## src/rtl/systolic_result_drain_pkg.sv

```systemverilog
// Shared constants, drain state encoding and flat-matrix element addressing
// for the systolic array result drain.
package systolic_result_drain_pkg;

  localparam int unsigned DATAWIDTH = 16;
  localparam int unsigned SIZE      = 4;
  localparam int unsigned DIMW      = $clog2(SIZE) + 1;

  typedef enum logic {
    IDLE,
    STREAM
  } drain_state_t;

  // Bit offset of element (i,j) inside the flattened accumulator bus.
  function automatic int unsigned elem_offset(input int unsigned i,
                                              input int unsigned j,
                                              input int unsigned size  = SIZE,
                                              input int unsigned width = DATAWIDTH);
    return (i * size + j) * width;
  endfunction

endpackage

```

## src/rtl/systolic_result_drain_index_counter.sv

```systemverilog
// 2-D row/col index counter with runtime limits q (rows) and k (cols),
// selectable row-major or column-major advance, and a last-element flag.
module drain_index_counter
  import systolic_result_drain_pkg::*;
#(
  parameter int unsigned IDXW = DIMW
) (
  input  logic            clk,
  input  logic            reset,
  input  logic            clear,
  input  logic            adv,
  input  logic            col_major,
  input  logic [IDXW-1:0] q,
  input  logic [IDXW-1:0] k,
  output logic [IDXW-1:0] row,
  output logic [IDXW-1:0] col,
  output logic            last
);

  logic row_end;
  logic col_end;

  assign row_end = (row == q - IDXW'(1));
  assign col_end = (col == k - IDXW'(1));
  assign last    = row_end & col_end;

  always_ff @(posedge clk or negedge reset) begin
    if (!reset) begin
      row <= '0;
      col <= '0;
    end else if (clear) begin
      row <= '0;
      col <= '0;
    end else if (adv) begin
      if (col_major) begin
        if (row_end) begin
          row <= '0;
          col <= col_end ? '0 : col + IDXW'(1);
        end else begin
          row <= row + IDXW'(1);
        end
      end else begin
        if (col_end) begin
          col <= '0;
          row <= row_end ? '0 : row + IDXW'(1);
        end else begin
          col <= col + IDXW'(1);
        end
      end
    end
  end

endmodule

```

## src/rtl/systolic_result_drain.sv

```systemverilog
// Snapshots the accumulator matrix on done and streams the QxK result over
// valid/ready. Define DRAIN_COLMAJOR_EN for column-major streaming order.
module systolic_result_drain #(
  parameter int unsigned DATAWIDTH = systolic_result_drain_pkg::DATAWIDTH,
  parameter int unsigned SIZE      = systolic_result_drain_pkg::SIZE,
  parameter int unsigned DIMW      = $clog2(SIZE) + 1
) (
  input  logic                           clk,
  input  logic                           reset,
  input  logic                           done,
  input  logic [DIMW-1:0]                depth_A,
  input  logic [DIMW-1:0]                width_B,
  input  logic [SIZE*SIZE*DATAWIDTH-1:0] dout_flat,
  output logic [DATAWIDTH-1:0]           m_data,
  output logic [DIMW-1:0]                m_row,
  output logic [DIMW-1:0]                m_col,
  output logic                           m_valid,
  input  logic                           m_ready,
  output logic                           m_last,
  output logic                           busy,
  output logic                           overrun,
  input  logic                           clr_overrun
);
  import systolic_result_drain_pkg::*;

  localparam int unsigned NEL  = SIZE * SIZE;
  localparam int unsigned RIDX = $clog2(NEL);

`ifdef DRAIN_COLMAJOR_EN
  localparam logic COL_MAJOR = 1'b1;
`else
  localparam logic COL_MAJOR = 1'b0;
`endif

  drain_state_t         state, state_nx;
  logic [DATAWIDTH-1:0] elems [NEL];
  logic [DATAWIDTH-1:0] snap  [NEL];
  logic [DIMW-1:0]      q_clamp, k_clamp;
  logic [DIMW-1:0]      q_r, k_r;
  logic [RIDX-1:0]      rd_idx;
  logic                 capture;
  logic                 overrun_set;
  logic                 beat;
  logic                 idx_last;

  for (genvar e = 0; e < NEL; e++) begin : g_unpack
    localparam int unsigned OFF =
      elem_offset(int'(e) / SIZE, int'(e) % SIZE, SIZE, DATAWIDTH);
    assign elems[e] = dout_flat[OFF +: DATAWIDTH];
  end

  assign q_clamp = (depth_A > DIMW'(SIZE)) ? DIMW'(SIZE) : depth_A;
  assign k_clamp = (width_B > DIMW'(SIZE)) ? DIMW'(SIZE) : width_B;

  assign m_valid = (state == STREAM);
  assign busy    = (state == STREAM);
  assign beat    = m_valid & m_ready;
  assign m_last  = m_valid & idx_last;
  assign rd_idx  = RIDX'(m_row * SIZE + m_col);
  assign m_data  = snap[rd_idx];

  drain_index_counter #(
    .IDXW (DIMW)
  ) u_idx (
    .clk       (clk),
    .reset     (reset),
    .clear     (capture),
    .adv       (beat),
    .col_major (COL_MAJOR),
    .q         (q_r),
    .k         (k_r),
    .row       (m_row),
    .col       (m_col),
    .last      (idx_last)
  );

  always_comb begin
    state_nx    = state;
    capture     = 1'b0;
    overrun_set = 1'b0;
    case (state)
      IDLE: begin
        if (done) begin
          capture = 1'b1;
          if (q_clamp != '0 && k_clamp != '0) state_nx = STREAM;
        end
      end
      STREAM: begin
        overrun_set = done;
        if (m_ready && idx_last) state_nx = IDLE;
      end
    endcase
  end

  always_ff @(posedge clk or negedge reset) begin
    if (!reset) begin
      state   <= IDLE;
      snap    <= '{default: '0};
      q_r     <= '0;
      k_r     <= '0;
      overrun <= 1'b0;
    end else begin
      state <= state_nx;
      if (capture) begin
        snap <= elems;
        q_r  <= q_clamp;
        k_r  <= k_clamp;
      end
      // A new event in the same cycle as a clear keeps the flag set.
      if (overrun_set)      overrun <= 1'b1;
      else if (clr_overrun) overrun <= 1'b0;
    end
  end

endmodule

```

## config.mk

```make
export PLATFORM = sky130hd
export DESIGN_NAME = systolic_result_drain
export DESIGN_NICKNAME = d
export VERILOG_FILES = /design/src/rtl/systolic_result_drain_pkg.sv /design/src/rtl/systolic_result_drain_index_counter.sv /design/src/rtl/systolic_result_drain.sv
export SDC_FILE = /design/constraint.sdc
export NUM_CORES = 1
export LEC_CHECK = 0
export CELL_PAD_IN_SITES_DETAIL_PLACEMENT = 0
export CELL_PAD_IN_SITES_GLOBAL_PLACEMENT = 1
export CORE_MARGIN = 1
export CORE_UTILIZATION = 34
export CTS_CLUSTER_SIZE = 16
export DETAILED_ROUTE_END_ITERATION = 6
export PLACE_DENSITY_LB_ADDON = 0.2
export SLEW_MARGIN = 10
export SYNTH_ARGS = -nofsm -noshare
export SYNTH_HDL_FRONTEND = slang
export SYNTH_SLANG_ARGS = --single-unit
```

## constraint.sdc

```tcl
create_clock -name clk -period 2.45 [get_ports clk]
set_input_delay 0.49 -clock clk [delete_from_list [all_inputs] [get_ports clk]]
set_output_delay 0.49 -clock clk [all_outputs]
set_load 0.01 [all_outputs]
```

## After elaboration in Yosys (flattened, before gate mapping)

Index checks and enable logic that the tools add are counted.

- Register bits: 270
- Logic and storage cells: 66
- Input port bits: 267
- Output and inout bits: 26

- $lt $le $gt $ge: 3
- $add $sub $neg: 5
- Reductions and logical operators: 8
- Multiplexer cells: 21
- Equality and inequality tests: 2
- Bitwise operators: 5

Operators with widths:

| operator | number |
|---|---|
| binary-select mux 16 bit (select 4 bit) | 1 |
| 2-to-1 mux 16 bit | 2 |
| 2-to-1 mux 3 bit | 9 |
| 2-to-1 mux 1 bit | 8 |
| adder 3 x 1 -> 3 bit (second input constant) | 2 |
| == test 3 bit | 2 |
| > comparator 3 bit (second input constant) | 2 |
| nonzero test 2 bit | 3 |
| nonzero test 3 bit | 2 |
| subtractor 3 x 1 -> 3 bit (second input constant) | 2 |
| greater-or-equal comparator 5 bit (second input constant) | 1 |
| inverter 4 -> 5 bit | 1 |
| adder 4 x 3 -> 4 bit | 1 |
| bitwise AND 1 bit | 3 |
| logical AND 1 bit | 2 |
| case mux 1 bit (2 select lines) | 1 |
| AND reduction 2 bit | 1 |
| inverter 1 bit | 1 |

## Depth between registers and ports, before layout

- Depth after elaboration: 7
- Gate-level depth with buffers: 7
- Mapped depth without buffers: 6

## Modules after synthesis

A second synthesis with hierarchy kept.

- Cell total of the unflattened synthesis: 1334
- Area total of the unflattened synthesis: 12503.2 um^2

Modules (own cells, without submodules):

| module | instances | cells each | area each (um^2) | sequential area each (um^2) |
|---|---|---|---|---|
| systolic_result_drain | 1 | 1282 | 12006.5 | 6606.3 |
| drain_index_counter | 1 | 52 | 496.7 | 150.1 |

## Worst setup path after synthesis

No wires, ideal clock.

- Path type: flip-flop to output port
- From: register u_idx.row[0]
- To: output m_data[0]
- Path buffers: 2
- Required time: 1.960 ns
- Path slack: -0.109 ns
- Stages on the path, launching flop included: 6
- Data arrival time: 2.069 ns
- Cell sequence: dfrtp_1 ha_1 buf_4 clkbuf_1 mux4_2 mux4_2

- Cells in the longest elaborated chain, start to end: 5

Ends and longest elaborated chain:

| item | line | source |
|---|---|---|
| start: declaration | systolic_result_drain_index_counter.sv:15 | `output logic [IDXW-1:0] row,` |
| start signal: assignment | systolic_result_drain_index_counter.sv:40 | `row <= row + IDXW'(1);` |
| start signal: assignment | systolic_result_drain_index_counter.sv:45 | `row <= row_end ? '0 : row + IDXW'(1);` |
| adder 4 x 3 -> 4 bit | systolic_result_drain.sv:59 | `assign rd_idx = RIDX'(m_row * SIZE + m_col);` |
| inverter 4 -> 5 bit (not written as such) | systolic_result_drain.sv:60 | `assign m_data = snap[rd_idx];` |
| binary-select mux 16 bit (select 4 bit) | systolic_result_drain.sv:60 |  |
| 2-to-1 mux 16 bit (not written as such) (2 in a row) | systolic_result_drain.sv:60 |  |
| end: declaration | systolic_result_drain.sv:14 | `output logic [DATAWIDTH-1:0] m_data,` |

Every way passes these cells. The select of a mux whose other input is x is not followed.

## Final worst setup path

- From: register u_idx.row[0]
- To: output m_data[12]

Same word-level chain as after synthesis.

==> metrics list <==
- Leaving out filler cells and counting taps, the final layout contains 2101.
- Cell type contributing the most total cell area after synthesis: sky130_fd_sc_hd__dfrtp_1
- TritonCTS sink count: 270
* CTS root buf: sky130_fd_sc_hd__clkbuf_16
- Dividing total power by cell area gives a power density of 1290 nW/um2.
- The final hold violation count came to 0.
- Slowest cell on crit path: sky130_fd_sc_hd__mux4_2
- CP arrival: 2550 ps
- Initial DRC Count: 636
- Across all setup checks in the final design, the least slack found is -593 ps.
- Ports placed on the boundary: around 290
* Hold Crit Endpoint: snap[14]
- Max-slew violation total from the final report: 0
- Tmin final: approximately 3000 ps
- The worst setup path is launched from a register.
- Synthesis-stage register bit count: 270
- Actual transition at the worst max-transition pin: 479 ps
* TritonCTS buffer count: 30
- Entering global routing, the biggest net connects 77 pins.
- Worst supply voltage drop on vdd: 0.691 mV
- Setup repair after global routing could not meet its margin everywhere.
* Post-synth net total: 1559
- The commonest cells after synthesis are sky130_fd_sc_hd__nand2_1 (782), sky130_fd_sc_hd__dfrtp_1 (270), sky130_fd_sc_hd__mux4_2 (72).
- After detailed routing, the number of remaining DRC violations is 0.
- On the final layout, the worst hold slack is approximately 460 ps.
- Die outline width: 192 um
- Of the available clock period, the critical path in the final layout requires 124%.
- Across all register-to-register paths, the minimum setup slack is 350 ps.
- Relative slew slack: 68.0%
- After synthesis the cells add up to 12300 um2.
- Area of the core: 35600 um2
* Sequential-to-total area share from yosys stat: ~55%
- Outcome: finished with violations
- Measured in cells, the most critical reg-to-reg path has a length of 8.
* ANT nets after route: 0
- Most frequently used flop master after synthesis: sky130_fd_sc_hd__dfrtp_1
* Detail Placement HPWL: ~31 mm
- Final Core Density: 49.5%
* Count of vias placed by the detailed router: 10097
* CTS H-tree lvls: 1
* Maximum frequency from static timing analysis: between 300 and 400 MHz
- Worst Path Required: 1960 ps
* End of the worst register-to-register path: u_idx.row[2]
- The critical path goes through ha_4, buf_12, buf_12, mux4_2, mux4_2, buf_6.
- The finished cells cover 17600 um2.
* Clock-pin slew on the worst setup and hold paths: 60 ps
* Chip Height: 192 um
* Share of the synthesized area in the top cell type: 55.0%
* # nets final: approximately 1900
- First-pass GRT wire length: 61.9 mm
- TritonCTS built the clock tree.
- Critical path launch point: u_idx.row[0]
* Worst-Skew Late Latency: 550 ps
- The floorplan step defined a die boundary enclosing 36900 um2.
- Placed standard-cell area: 16100 um2
- Ranked by total cell area, the synthesized netlist is headed by sky130_fd_sc_hd__dfrtp_1 (55%), sky130_fd_sc_hd__nand2_1 (24%), sky130_fd_sc_hd__mux4_2 (13%), sky130_fd_sc_hd__clkbuf_1 (1.8%), sky130_fd_sc_hd__mux2i_1 (0.73%).
* Worst clock skew: 7.52 ps
- In the final layout, the share of cells above drive strength 1 is approximately 15%.
* Average detailed-routed wire length per instance: 19.6 um
- Hold Path Origin: dout_flat[254]
- Post-synthesis instance total: 1287
- Class of the worst hold path: in2reg
- Setup violations remaining at the end of the flow were counted as 17.
* Number of flops mapped to enable cells by yosys: 0
- Final weighted congestion in routability-driven placement: 0.862
- Overall power: between 20 and 25 mW
- Vias in the first global route: ~10000
* Number of antenna violations at the first check in global routing: 2
- Number of cells after detailed placement: 2015
- The critical path is of the reg2out type.
- After detailed routing, the number of vias per cell comes to slightly below 5.
* Number of filler instances in the final layout: 3408
- Summed over all layers, the routed wires come to 41.3 mm.
- Area growth from synthesis to final layout: 43.4%
* DR pass1 iterations: 7
- The floorplan has 69 rows.
- Adding up every negative setup slack in the final design gives -8450 ps.
- Total routing usage reported by global routing: 22.6%
* Static leakage: 8.49 nW
* Violated checks: setup timing
- Distinct cell type count of the synthesized netlist: 29
* Reg-to-reg critical path startpoint: k_r[0]
* Number of synthesis warnings: 0
- Highest net fanout along the worst path: 7
* Overflow after GRT: 0
- Max-cap violations in this run came to 0.
- During placement, the flow inserted port buffers numbering 292.
* Initial standard-cell utilization of the core: 34.5%
* Pre-CTS setup slack: -351 ps
* Fraction of synthesis flops using an asynchronous set or reset pin: 100%
- Each instance of the synthesized netlist takes up on average 9.55 um2.
* Cell with the most instances after synthesis: sky130_fd_sc_hd__nand2_1
- The worst hold path passes through 3 cells.
- In this design, the stage delay of the slowest critical-path cell is 520 ps.
- Worst-case clock buffer depth: 3
- Endpoint type of the worst setup path: output port
-- registers in the layout (all words and copies together), names as in the netlist --
name / cells
snap: 256
k_r: 3
q_r: 3
u_idx.col: 3
u_idx.row: 3
busy: 1
overrun: 1
-- worst max-delay path by stage --
stage | end | cells after the start | slack, ps
2_1_floorplan | m_data[0] | 5 | 40
3_3_place_gp | m_data[12] | 5 | -330
3_5_place_dp | m_data[12] | 5 | -350
4_1_cts | m_data[12] | 6 | -620
5_1_grt | m_data[12] | 6 | -640
6_report | m_data[12] | 6 | -590
-- report_power, final --
part / total (mW) / switching (mW) / internal (mW)
Clock: 4.27 / 1.78 / 2.49
Combinational: 10.4 / 4.68 / 5.72
Sequential: 8.12 / 1.56 / 6.56
Total: 22.8 / 8.02 / 14.8
-- per-layer routing --
layer  global-route usage, %  share of wire [%]  up-vias
met4                    5.24                1.8        0
met5                       0                  0        -
met3                    3.11                5.7       48
met1                    32.1                 45     4965
met2                    36.6                 47      308
li1                        -                  -     4776
-- final cells by class --
| class | instances | area (um2) | share of cell area [%] |
|---|---|---|---|
| Antenna cell | 2 | 5.00 | 0.0284 |
| Tap cell | 461 | 577 | 3.27 |
| Clock buffer | 48 | 900 | 5.11 |
| Timing Repair Buffer | 378 | 4020 | 22.8 |
| Clock inverter | 6 | 30.0 | 0.170 |
| Multi-Input combinational cell | 929 | 5300 | 30.1 |
| Sequential cell | 270 | 6760 | 38.4 |
| Inverter | 7 | 26.3 | 0.149 |
-- cells in the final DEF, fill, tap and decap left out, types with 4 or more instances in the layout --
| cell type | count |
|---|---|
| sky130_fd_sc_hd__clkbuf_8 | 6 |
| sky130_fd_sc_hd__clkbuf_16 | 32 |
| sky130_fd_sc_hd__nor2b_1 | 6 |
| sky130_fd_sc_hd__a21oi_2 | 6 |
| sky130_fd_sc_hd__buf_4 | 46 |
| sky130_fd_sc_hd__buf_2 | 8 |
| sky130_fd_sc_hd__nand3b_1 | 5 |
| sky130_fd_sc_hd__clkbuf_1 | 11 |
| sky130_fd_sc_hd__buf_12 | 24 |
| sky130_fd_sc_hd__clkdlybuf4s50_1 | 274 |
| sky130_fd_sc_hd__mux4_2 | 72 |
| sky130_fd_sc_hd__mux2i_1 | 8 |
| sky130_fd_sc_hd__xor2_1 | 4 |
| sky130_fd_sc_hd__nor3_1 | 4 |
| sky130_fd_sc_hd__clkinv_2 | 6 |
| sky130_fd_sc_hd__buf_16 | 6 |
| sky130_fd_sc_hd__dfrtp_1 | 268 |
| sky130_fd_sc_hd__a211oi_2 | 6 |
| sky130_fd_sc_hd__inv_1 | 5 |
| sky130_fd_sc_hd__buf_6 | 15 |
| sky130_fd_sc_hd__nand2_1 | 781 |
| sky130_fd_sc_hd__o21ai_0 | 8 |
-- logic make-up after synthesis --
family,count (synthesis),synth area share (%)
AND/OR/NAND/NOR,806,25.1
flip-flops,270,55.0
multiplexers,81,13.9
adder cells (fa/ha/maj),5,0.509
buffers and inverters,88,3.22
XOR/XNOR,8,0.805
AO/OA/AOI/OAI,29,1.45
-- timing repair --
item	CTS	global route
pin swaps	15	5
cloned	6	1
endpoints found under the hold margin	46	0
setup endpoints to repair	17	18
setup buffers	19	4
hold buffers	1	0
resized for setup	117	8
-- worst max-delay path: cells and delay by family, from the launching register on --
kind	cells	cell delay [ps]
mux	2	860
fa+ha+maj	1	330
flops	1	410
buf+inv	3	390
Power figures use the tool's default switching activity.
